==> src/rtl/scope_fb_scheduler_pkg.sv <==
// Shared types and default geometry for the oscilloscope frame-buffer scheduler.
package scope_fb_scheduler_pkg;

  localparam int DEF_H_RES      = 640;
  localparam int DEF_V_RES      = 480;
  localparam int DEF_ADDR_WIDTH = 19;
  localparam int DEF_ADC_BITS   = 12;

  typedef enum logic [1:0] {
    S_CLEAR = 2'd0,
    S_PLOT  = 2'd1,
    S_DONE  = 2'd2
  } state_t;

endpackage

==> src/rtl/scope_fb_scheduler_adc_row_scale.sv <==
// Registered ADC-sample to pixel-address converter: row = V_RES-1 - (sample*V_RES >> ADC_BITS),
// addr = row*H_RES + col, captured on en (one cycle latency).
module adc_row_scale
  import scope_fb_scheduler_pkg::*;
#(
  parameter int H_RES      = DEF_H_RES,
  parameter int V_RES      = DEF_V_RES,
  parameter int ADDR_WIDTH = DEF_ADDR_WIDTH,
  parameter int ADC_BITS   = DEF_ADC_BITS
) (
  input  logic                  clk,
  input  logic                  rst,
  input  logic                  en,
  input  logic [ADC_BITS-1:0]   smp_data,
  input  logic [ADDR_WIDTH-1:0] col,
  output logic [ADDR_WIDTH-1:0] addr
);

  localparam int PW = ADC_BITS + 11;

  logic [PW-1:0]         prod;
  logic [PW-1:0]         scaled;
  logic [ADDR_WIDTH-1:0] row;

  // Full-scale sample maps to the top row, zero to the bottom row.
  always_comb begin
    prod   = PW'(smp_data) * PW'(V_RES);
    scaled = prod >> ADC_BITS;
    row    = ADDR_WIDTH'(V_RES - 1) - ADDR_WIDTH'(scaled);
  end

  always_ff @(posedge clk or posedge rst) begin
    if (rst) begin
      addr <= '0;
    end else if (en) begin
      addr <= row * ADDR_WIDTH'(H_RES) + col;
    end
  end

endmodule

==> src/rtl/scope_fb_scheduler.sv <==
// Ping-pong frame-buffer scheduler: clears the draw BRAM, plots one sample per column,
// then swaps draw/display roles on a vsync rising edge.
module scope_fb_scheduler
  import scope_fb_scheduler_pkg::*;
#(
  parameter int H_RES      = DEF_H_RES,
  parameter int V_RES      = DEF_V_RES,
  parameter int ADDR_WIDTH = DEF_ADDR_WIDTH,
  parameter int ADC_BITS   = DEF_ADC_BITS
) (
  input  logic                  clk,
  input  logic                  rst,
  input  logic                  vsync,
  input  logic [ADC_BITS-1:0]   smp_data,
  input  logic                  smp_valid,
  output logic                  smp_ready,
  input  logic [ADDR_WIDTH-1:0] rd_addr,
  output logic [ADDR_WIDTH-1:0] addr0,
  output logic [ADDR_WIDTH-1:0] addr1,
  output logic                  we0,
  output logic                  we1,
  output logic                  wd,
  output logic                  disp_sel,
  output logic                  frame_ready,
  output logic [15:0]           overrun_cnt,
  output state_t                dbg_state
);

  // Sample handshake: a sample transfers on a clock edge where smp_valid and smp_ready
  // are both high; the source holds smp_data stable while smp_valid is high without ready.

  localparam logic [ADDR_WIDTH-1:0] LAST_PIX = ADDR_WIDTH'(H_RES * V_RES - 1);
  localparam logic [ADDR_WIDTH-1:0] LAST_COL = ADDR_WIDTH'(H_RES - 1);

  state_t                state, state_n;
  logic [ADDR_WIDTH-1:0] counter;
  logic [ADDR_WIDTH-1:0] col;
  logic [ADDR_WIDTH-1:0] clr_addr;
  logic [ADDR_WIDTH-1:0] plot_addr;
  logic [ADDR_WIDTH-1:0] wr_addr;
  logic                  wr_plot;
  logic                  vs_q;
  logic                  vs_edge;
  logic                  hs;
  logic                  wr_issue;

  assign vs_edge   = vsync & ~vs_q;
  assign hs        = smp_valid & smp_ready;
  assign wr_issue  = (state == S_CLEAR) | hs;
  assign dbg_state = state;

  always_ff @(posedge clk or posedge rst) begin
    if (rst) state <= S_CLEAR;
    else     state <= state_n;
  end

  always_comb begin
    state_n = state;
    case (state)
      S_CLEAR: if (counter == LAST_PIX)       state_n = S_PLOT;
      S_PLOT:  if (hs && (col == LAST_COL))   state_n = S_DONE;
      S_DONE:  if (vs_edge)                   state_n = S_CLEAR;
      default:                                state_n = S_CLEAR;
    endcase
  end

  adc_row_scale #(
    .H_RES      (H_RES),
    .V_RES      (V_RES),
    .ADDR_WIDTH (ADDR_WIDTH),
    .ADC_BITS   (ADC_BITS)
  ) u_scale (
    .clk      (clk),
    .rst      (rst),
    .en       (hs),
    .smp_data (smp_data),
    .col      (col),
    .addr     (plot_addr)
  );

  // disp_sel=1 means BRAM0 is the draw buffer; writes are never in flight across a swap.
  always_ff @(posedge clk or posedge rst) begin
    if (rst) begin
      counter     <= '0;
      col         <= '0;
      clr_addr    <= '0;
      wr_plot     <= 1'b0;
      vs_q        <= 1'b0;
      disp_sel    <= 1'b1;
      we0         <= 1'b0;
      we1         <= 1'b0;
      wd          <= 1'b0;
      smp_ready   <= 1'b0;
      frame_ready <= 1'b0;
      overrun_cnt <= '0;
    end else begin
      vs_q        <= vsync;
      we0         <= wr_issue & disp_sel;
      we1         <= wr_issue & ~disp_sel;
      wd          <= hs;
      wr_plot     <= hs;
      smp_ready   <= (state_n == S_PLOT);
      frame_ready <= (state_n == S_DONE);
      if (state == S_CLEAR) begin
        clr_addr <= counter;
        counter  <= counter + 1'b1;
      end
      if ((state == S_CLEAR) && (state_n == S_PLOT)) col <= '0;
      if (hs) col <= col + 1'b1;
      if ((state == S_DONE) && vs_edge) begin
        disp_sel <= ~disp_sel;
        counter  <= '0;
      end
      if (vs_edge && (state != S_DONE) && (overrun_cnt != 16'hFFFF))
        overrun_cnt <= overrun_cnt + 16'd1;
    end
  end

  assign wr_addr = wr_plot ? plot_addr : clr_addr;
  assign addr0   = disp_sel ? wr_addr : rd_addr;
  assign addr1   = disp_sel ? rd_addr : wr_addr;

endmodule
==> config.mk <==
export PLATFORM = sky130hd
export DESIGN_NAME = scope_fb_scheduler
export DESIGN_NICKNAME = d
export VERILOG_FILES = /design/src/rtl/scope_fb_scheduler_pkg.sv /design/src/rtl/scope_fb_scheduler_adc_row_scale.sv /design/src/rtl/scope_fb_scheduler.sv
export SDC_FILE = /design/constraint.sdc
export NUM_CORES = 1
export LEC_CHECK = 0
export CORE_UTILIZATION = 50
export DETAILED_ROUTE_END_ITERATION = 12
export DONT_BUFFER_PORTS = 1
export PLACE_DENSITY = 0.64
export SLEW_MARGIN = 20
export SYNTH_ARGS = -nofsm -noshare
export SYNTH_HDL_FRONTEND = slang
export SYNTH_SLANG_ARGS = --single-unit
==> constraint.sdc <==
create_clock -name clk -period 3.5 [get_ports clk]
set_clock_uncertainty 0.2 [all_clocks]
set_input_delay 0.35 -clock clk [delete_from_list [all_inputs] [get_ports clk]]
set_output_delay 0.35 -clock clk [all_outputs]
set_load 0.03 [all_outputs]
==> results of run 1 <==
-- logic make-up after synthesis --
family / Yosys count
AO/OA/AOI/OAI: 125
adder cells (fa/ha/maj): 70
multiplexers: 66
flip-flops: 101
buffers and inverters: 72
XOR/XNOR: 46
AND/OR/NAND/NOR: 286
-- sequential cells by signal, summed over array words and instances, names as in the netlist --
name,flops
overrun_cnt,16
clr_addr,19
wr_plot,1
dbg_state,2
u_scale.addr,19
disp_sel,1
col,19
we1,1
smp_ready,1
frame_ready,1
vs_q,1
counter,19
we0,1
-- per-layer routing --
metal  part of all wire, %  wire length (um)  vias up
met5                     0                 0        -
met2                    49              8090      130
met3                   4.6               752       13
li1                      -                 -     2783
met1                    45              7470     2827
met4                   1.1               189        0
-- path summary, 6_finish.rpt --
kind                       cells past startpoint                            to  slack [ps]                startpoint
min in group asynchronous                      2        dbg_state[0]$_DFF_PP0_         460                       rst
setup / recovery                              26  u_scale.addr[18]$_DFFE_PP0P_       -1850               smp_data[3]
hold / removal                                 4            col[6]$_DFFE_PP0P_         160                 smp_valid
setup reg to reg                              10  u_scale.addr[17]$_DFFE_PP0P_         710        col[7]$_DFFE_PP0P_
max in group asynchronous                      3  u_scale.addr[17]$_DFFE_PP0P_        1830                       rst
hold reg to reg                                2      clr_addr[13]$_DFFE_PP0P_         270  clr_addr[13]$_DFFE_PP0P_
-- area by class of cell --
cell class	instances	area (um2)	share of cell area, %
clock inverter	6	53.8	0.604
timing repair buffer	95	774	8.70
sequential	101	2530	28.4
clock buffer	10	239	2.68
tap	180	225	2.53
inverter	49	203	2.28
multi-input combinational	593	4880	54.8
-- metrics by stage --
stage                     hold WS (ps)  TNS, ps  total power, mW  utilization, %
after floorplan                    181   -12910             4.63               -
after global placement             182   -15990             6.01            57.2
after detailed placement           182   -16600             6.19            57.2
after CTS                          146   -10890             8.19            61.8
after global routing               172   -13570             10.2            64.4
final                              160   -11830             9.55            64.4
-- worst min-delay path, stage by stage --
cell and delay, ps:
sky130_fd_sc_hd__nand2_1 100, sky130_fd_sc_hd__inv_1 90, sky130_fd_sc_hd__nand2_1 80, sky130_fd_sc_hd__o21ai_1 60
-- cell usage in the layout, fill, tap and decap left out, drive strengths merged, types with 4 or more instances in the layout --
cell,instances
inv,48
buf,93
nor2,36
mux2,56
or3,4
nor2b,6
nor3,11
nand2,151
or2,4
a21oi,19
o21bai,5
clkinvlp,4
nand4,9
xor2,17
xnor2,28
nand2b,11
o31ai,4
and3,11
a31oi,6
o21ai,62
fa,22
dfrtp,100
mux2i,10
clkbuf,10
nand3,29
ha,48
a21o,7
-- timing repair --
item	CTS	global route
hold buffers	2	0
pin swaps	27	50
hold endpoints to repair	70	0
resized for setup	47	53
buffers inserted	10	11
setup endpoints to repair	10	11
-- report_power, final --
part	switching, mW	total (mW)	internal [mW]
clock network	0.468	0.981	0.513
logic	3.22	6.99	3.78
registers	0.233	1.57	1.34
==> flow_summary_export.csv, run 1 <==
group,metric,value,unit
detailed_routing,overall_routed_net_length,16.5,mm
floorplanning,dieHeight,121,um
run,cap_viol_max_count,0,
sta,finalMaxSlewViolations,0,
sta,period_minus_slack,5350,ps
critical_path,crit_path_start_kind,"input pin",
layout,final.fill_count,1099,
power_and_ir_drop,worst_ir_drop_vdd,0.00105,V
clock_tree,number_of_buffers_created_by_cts,9,
place,dp_hpwl,12.1,mm
place,placement.cell_area,7910,um2
global_route,gr-max-usage-layer,"met2",
global_route,grt_use_met3,5.03,%
place,gpl.final_weighted_congestion,0.833,
floorplanning,rows,43,
detailed_routing,wire_per_inst,16.0,um
sta,finalSetupViolCount,10,
logic_synthesis,synth_edf_count,0,
power_and_ir_drop,power.density_cell_area,1070,nW/um2
global_route,antenna_found_initial,0,
layout,final_nets,954,
place,post-place-cells,999,
layout,insertedDiodeCount,0,
global_route,grt_use_total,23.3,%
logic_synthesis,synth-compound-area-share,11.0,%
logic_synthesis,yosys-mux-area-fraction,10.3,%
floorplanning,fp.dieW,121,um
logic_synthesis,synth_top_family_by_area,"simple AND/OR/NAND/NOR gates",
sta,layout_setup_ws,-1850,ps
detailed_routing,route.antenna.remaining_nets,0,
logic_synthesis,synth_ff_type,"sky130_fd_sc_hd__dfrtp_1",
clock_tree,worst_setup_hold_path_clk_slew,70,ps
logic_synthesis,async_reset_ff_share,100,%
logic_synthesis,synth-simple-area-share,18.4,%
critical_path,critPathMostFrequentCell,"sky130_fd_sc_hd__o21ai_2",
logic_synthesis,netlist_area,7060,um2
sta,final-hold-violation-count,0,
place,placement.setup.worst_slack,-2390,ps
critical_path,worstSetupPathType,"input pin to flop",
logic_synthesis,yosysWarnings,0,
logic_synthesis,synthDistinctLibCells,56,
logic_synthesis,yosysMostFrequentCell,"sky130_fd_sc_hd__nand2_1",
logic_synthesis,synth_sequential_area_ratio,35.8,%
logic_synthesis,synth_top_area_share,35.4,%
place,port_buffers,0,
logic_synthesis,synth.top_cells.by_count,"sky130_fd_sc_hd__nand2_1, sky130_fd_sc_hd__dfrtp_1, sky130_fd_sc_hd__inv_1",
sta,fmax,187,MHz
layout,layout-area-overhead-vs-synth,26.0,%
critical_path,cp_delay_by_family_top,"adder cells",
sta,slew_at_the_pin_with_the_worst_max_slew_slack,956,ps
critical_path,crit_fanout,4,
critical_path,path_buf_inv,3,
clock_tree,cts_max_level,3,
global_route,gr-usage-met1,31.0,%
logic_synthesis,post-synth-top-area-cell,"sky130_fd_sc_hd__dfrtp_1",
logic_synthesis,netlist_instances,766,
detailed_routing,detail_route.vias_per_cell,5.56,
logic_synthesis,synth_nets,871,
clock_tree,clock-sinks,101,
detailed_routing,firstDrtPassIters,5,
sta,slew_headroom,36.3,%
floorplanning,dieArea,14600,um2
detailed_routing,detailedRoute.firstIterationViolations,364,
hold_path,hold_path_class,"input pin to flop",
layout,final-instance-count-excl-fill,1034,
outcome,failed_checks,"setup timing",
logic_synthesis,synth.avg_cell_area,9.22,um2
detailed_routing,vias,5753,
floorplanning,pin_count,97,
logic_synthesis,post_synth_xor_area_fraction,5.90,%
detailed_routing,drc,0,
outcome,status,"complete, but fails checks",
global_route,use_met2,38.7,%
logic_synthesis,synth_seq_cells,101,
critical_path,required,3520,ps
global_route,grt_start_max_net_pins,73,
layout,postLayoutCellArea,8900,um2
clock_tree,cts-root-to-sink-buffers,2,
clock_tree,clockRootBuffer,"sky130_fd_sc_hd__clkbuf_16",
critical_path,worst_path_largest_cell_delay,510,ps
critical_path,slowest_stage,"sky130_fd_sc_hd__fa_1",
critical_path,signal_arrival_time_at_the_worst_endpoint,5370,ps
global_route,via_count_of_the_first_global_routing_pass,5766,
global_route,grt_overflow,0,
layout,post_route_cells_drive_above_1_share,28.6,%
logic_synthesis,adder_cell_share_of_the_synthesized_area,14.7,%
floorplanning,core-area,13800,um2
critical_path,crit_path_end_kind,"flop",
sta,rsz0062_at_grt,"true",
clock_tree,tritoncts_clock_tree,"done",
power_and_ir_drop,total_leakage_power,4.16,nW
clock_tree,insertion_delay,360,ps
floorplanning,start_util,51.1,%
logic_synthesis,netlist_top_cells_area,"sky130_fd_sc_hd__dfrtp_1, sky130_fd_sc_hd__ha_1, sky130_fd_sc_hd__nand2_1",
sta,final.period_utilization,153,%
global_route,grt_first_pass_wirelength,27.1,mm
(Power assumes the default switching activity.)
==> run 2, diff against run 1 <==
SETUP_SLACK_MARGIN = 0.02   (was not set)
SYNTH_HIERARCHICAL = 1   (was not set)
==> flow_summary_export.csv, run 2 <==
group,metric,value,unit
logic_synthesis,synth.top_cells.by_count,"sky130_fd_sc_hd__dfrtp_1, sky130_fd_sc_hd__nand2_1, sky130_fd_sc_hd__mux2_2",
floorplanning,start_util,52.0,%
sta,finalSetupViolCount,11,
logic_synthesis,synth_edf_count,0,
detailed_routing,wire_per_inst,17.9,um
critical_path,critical_path.reg2reg.startpoint,"col[7]$_DFFE_PP0P_",
power_and_ir_drop,worst_ir_drop_vdd,0.000722,V
detailed_routing,firstDrtPassIters,5,
critical_path,critPathMostFrequentCell,"sky130_fd_sc_hd__buf_4",
layout,utilization,62.9,%
critical_path,worstSetupPathType,"input pin to flop",
critical_path,setup.reg_to_reg.worst_slack,800,ps
logic_synthesis,synth_seq_cells,101,
floorplanning,rows,43,
logic_synthesis,post-synth-top-area-cell,"sky130_fd_sc_hd__dfrtp_1",
sta,slew_at_the_pin_with_the_worst_max_slew_slack,903,ps
clock_tree,cts-root-to-sink-buffers,2,
place,port_buffers,0,
critical_path,slowest_stage,"sky130_fd_sc_hd__fa_1",
hold_path,hold_path_class,"input pin to flop",
detailed_routing,detailedRoute.firstIterationViolations,304,
logic_synthesis,synth_top_area_share,34.3,%
logic_synthesis,synth_ff_type,"sky130_fd_sc_hd__dfrtp_1",
layout,final_nets,914,
logic_synthesis,netlist_area,7300,um2
layout,insertedDiodeCount,0,
logic_synthesis,async_reset_ff_share,100,%
layout,multi_input_comb_area,4870,um2
place,dp_hpwl,13.2,mm
logic_synthesis,netlist_top_cells_area,"sky130_fd_sc_hd__dfrtp_1, sky130_fd_sc_hd__mux2_2, sky130_fd_sc_hd__ha_1",
sta,slew_headroom,39.7,%
clock_tree,cts_max_level,3,
detailed_routing,overall_routed_net_length,17.8,mm
global_route,antenna_found_initial,0,
power_and_ir_drop,power.density_cell_area,1080,nW/um2
layout,leading_cell_type_in_the_layout_fill_and_taps_excluded,"sky130_fd_sc_hd__dfrtp_1",
logic_synthesis,yosysMostFrequentCell,"sky130_fd_sc_hd__dfrtp_1",
power_and_ir_drop,post-layout-total-power,9.51,mW
clock_tree,clock-sinks,101,
floorplanning,fp.dieW,123,um
outcome,status,"complete, but fails checks",
global_route,grt_first_pass_wirelength,28.4,mm
floorplanning,pin_count,97,
outcome,failed_checks,"setup timing",
logic_synthesis,netlist_instances,737,
logic_synthesis,synth.avg_cell_area,9.91,um2
critical_path,signal_arrival_time_at_the_worst_endpoint,5580,ps
critical_path,rr_endpoint,"u_scale/addr[15]$_DFFE_PP0P_",
layout,final.fill_count,1162,
global_route,grt_use_total,24.4,%
logic_synthesis,yosysWarnings,6,
sta,worst_hold_slack,115,ps
sta,rsz0062_at_grt,"true",
layout,regArea,2530,um2
floorplanning,core-area,14000,um2
global_route,grt_overflow,0,
floorplanning,dieHeight,123,um
floorplanning,dieArea,15100,um2
sta,final.period_utilization,157,%
clock_tree,clockRootBuffer,"sky130_fd_sc_hd__clkbuf_16",
critical_path,worst_path_largest_cell_delay,540,ps
sta,layout_setup_ws,-2010,ps
critical_path,worst_setup_path_endpoint,"u_scale/addr[18]$_DFFE_PP0P_",
detailed_routing,drc,0,
clock_tree,insertion_delay,360,ps
clock_tree,tritoncts_clock_tree,"done",
critical_path,rr_worst_depth,9,
detailed_routing,vias,5802,
critical_path,crit_path_end_kind,"flop",
logic_synthesis,synth_sequential_area_ratio,34.6,%
power_and_ir_drop,total_leakage_power,4.05,nW
clock_tree,number_of_buffers_created_by_cts,9,
place,gpl.final_weighted_congestion,0.829,
critical_path,startpoint,"smp_data[3]",
layout,post_route_cells_drive_above_1_share,30.6,%
detailed_routing,route.antenna.remaining_nets,0,
detailed_routing,detail_route.vias_per_cell,5.84,
logic_synthesis,synth_nets,842,
logic_synthesis,synthDistinctLibCells,78,
sta,finalMaxSlewViolations,0,
sta,final-hold-violation-count,0,
critical_path,required,3570,ps
layout,mostFrequentLayoutCells,"sky130_fd_sc_hd__dfrtp_1, sky130_fd_sc_hd__nand2_1, sky130_fd_sc_hd__buf_4",
critical_path,crit_fanout,3,
global_route,via_count_of_the_first_global_routing_pass,5976,
sta,fmax,182,MHz
run,cap_viol_max_count,0,
clock_tree,worst_setup_hold_path_clk_slew,70,ps
global_route,grt_start_max_net_pins,35,
sta,period_minus_slack,5510,ps
critical_path,crit_path_start_kind,"input pin",
layout,layout-area-overhead-vs-synth,20.9,%
run 2: cell count changes after synthesis, sizes merged, moves of 7 or more:
cell / delta
a31oi: +10
buf: +7
mux2: +14
nand2: -54
nand2b: -7
nand3: -7
nand4: +14
o21ai: -34
run 2: critical path, delay by kind of cell:
family,cells,cell delay (ps)
buffers and inverters,7,810
AOI/OAI and AO/OA,9,1470
xor gates and xnor gates,3,680
and+or+nand+nor,1,160
adders and majority gates,6,2110
run 2: logic make-up (layout without fill, tap and decap cells):
kind of cell | Yosys count | in the layout | synth area share [%]
AND/OR/NAND/NOR | 238 | 238 | 17.4
buffers and inverters | 78 | 155 | 4.18
AO/OA/AOI/OAI | 124 | 124 | 11.5
adder cells (fa/ha/maj) | 70 | 70 | 14.3
XOR/XNOR | 44 | 44 | 5.65
multiplexers | 82 | 82 | 12.4
flip-flops | 101 | 101 | 34.6
run 2: per-layer routing:
metal / wire length (um) / vias to the layer above / track usage (%)
met5: 0 / - / 0
met4: 472 / 0 / 9.22
met3: 923 / 31 / 5.25
met2: 9100 / 137 / 43.0
met1: 7280 / 2863 / 28.8
li1: - / 2771 / -
run 2: power by group:
part | leakage (nW) | switching [mW] | internal, mW
sequential | 1.23 | 0.258 | 1.35
clock | 0.148 | 0.463 | 0.564
combinational | 2.67 | 3.24 | 3.64
run 2: cell type report:
| cell class | count | share of cell area, % |
|---|---|---|
| Clock inverter | 7 | 0.907 |
| Timing Repair Buffer | 88 | 8.05 |
| Sequential cell | 101 | 28.6 |
| Tap cell | 180 | 2.55 |
| Multi-Input combinational cell | 558 | 55.1 |
| Inverter | 51 | 2.22 |
| Clock buffer | 9 | 2.55 |
run 2: worst min path at each step:
stage / start / to / slack (ps) / cells past startpoint
2_1_floorplan: rst / u_scale/addr[0]$_DFFE_PP0P_ / 100 / 1
3_3_place_gp: rst / overrun_cnt[10]$_DFFE_PP0P_ / 70 / 1
3_5_place_dp: rst / frame_ready$_DFF_PP0_ / 70 / 1
4_1_cts: vsync / dbg_state[1]$_DFF_PP0_ / 110 / 3
5_1_grt: vsync / dbg_state[1]$_DFF_PP0_ / 160 / 3
6_report: vsync / dbg_state[1]$_DFF_PP0_ / 110 / 3
run 2: metrics by stage:
stage / area, um2 / setup TNS, ps / setup slack (ps) / instances
after floorplan: 7390 / -13160 / -2190 / 737
after CTS: 8590 / -12940 / -1980 / 988
after global routing: 8830 / -16310 / -2350 / 994
final: 8830 / -13980 / -2010 / 994
after detailed placement: 8060 / -17630 / -2410 / 965
after global placement: 8060 / -16100 / -2230 / 965
run 2: repair_timing:
action,4_1_cts,5_1_grt
resized for setup,34,39
pin swaps,16,30
setup endpoints to repair,10,11
hold endpoints to repair,47,0
buffers inserted,5,12
hold buffers,2,0
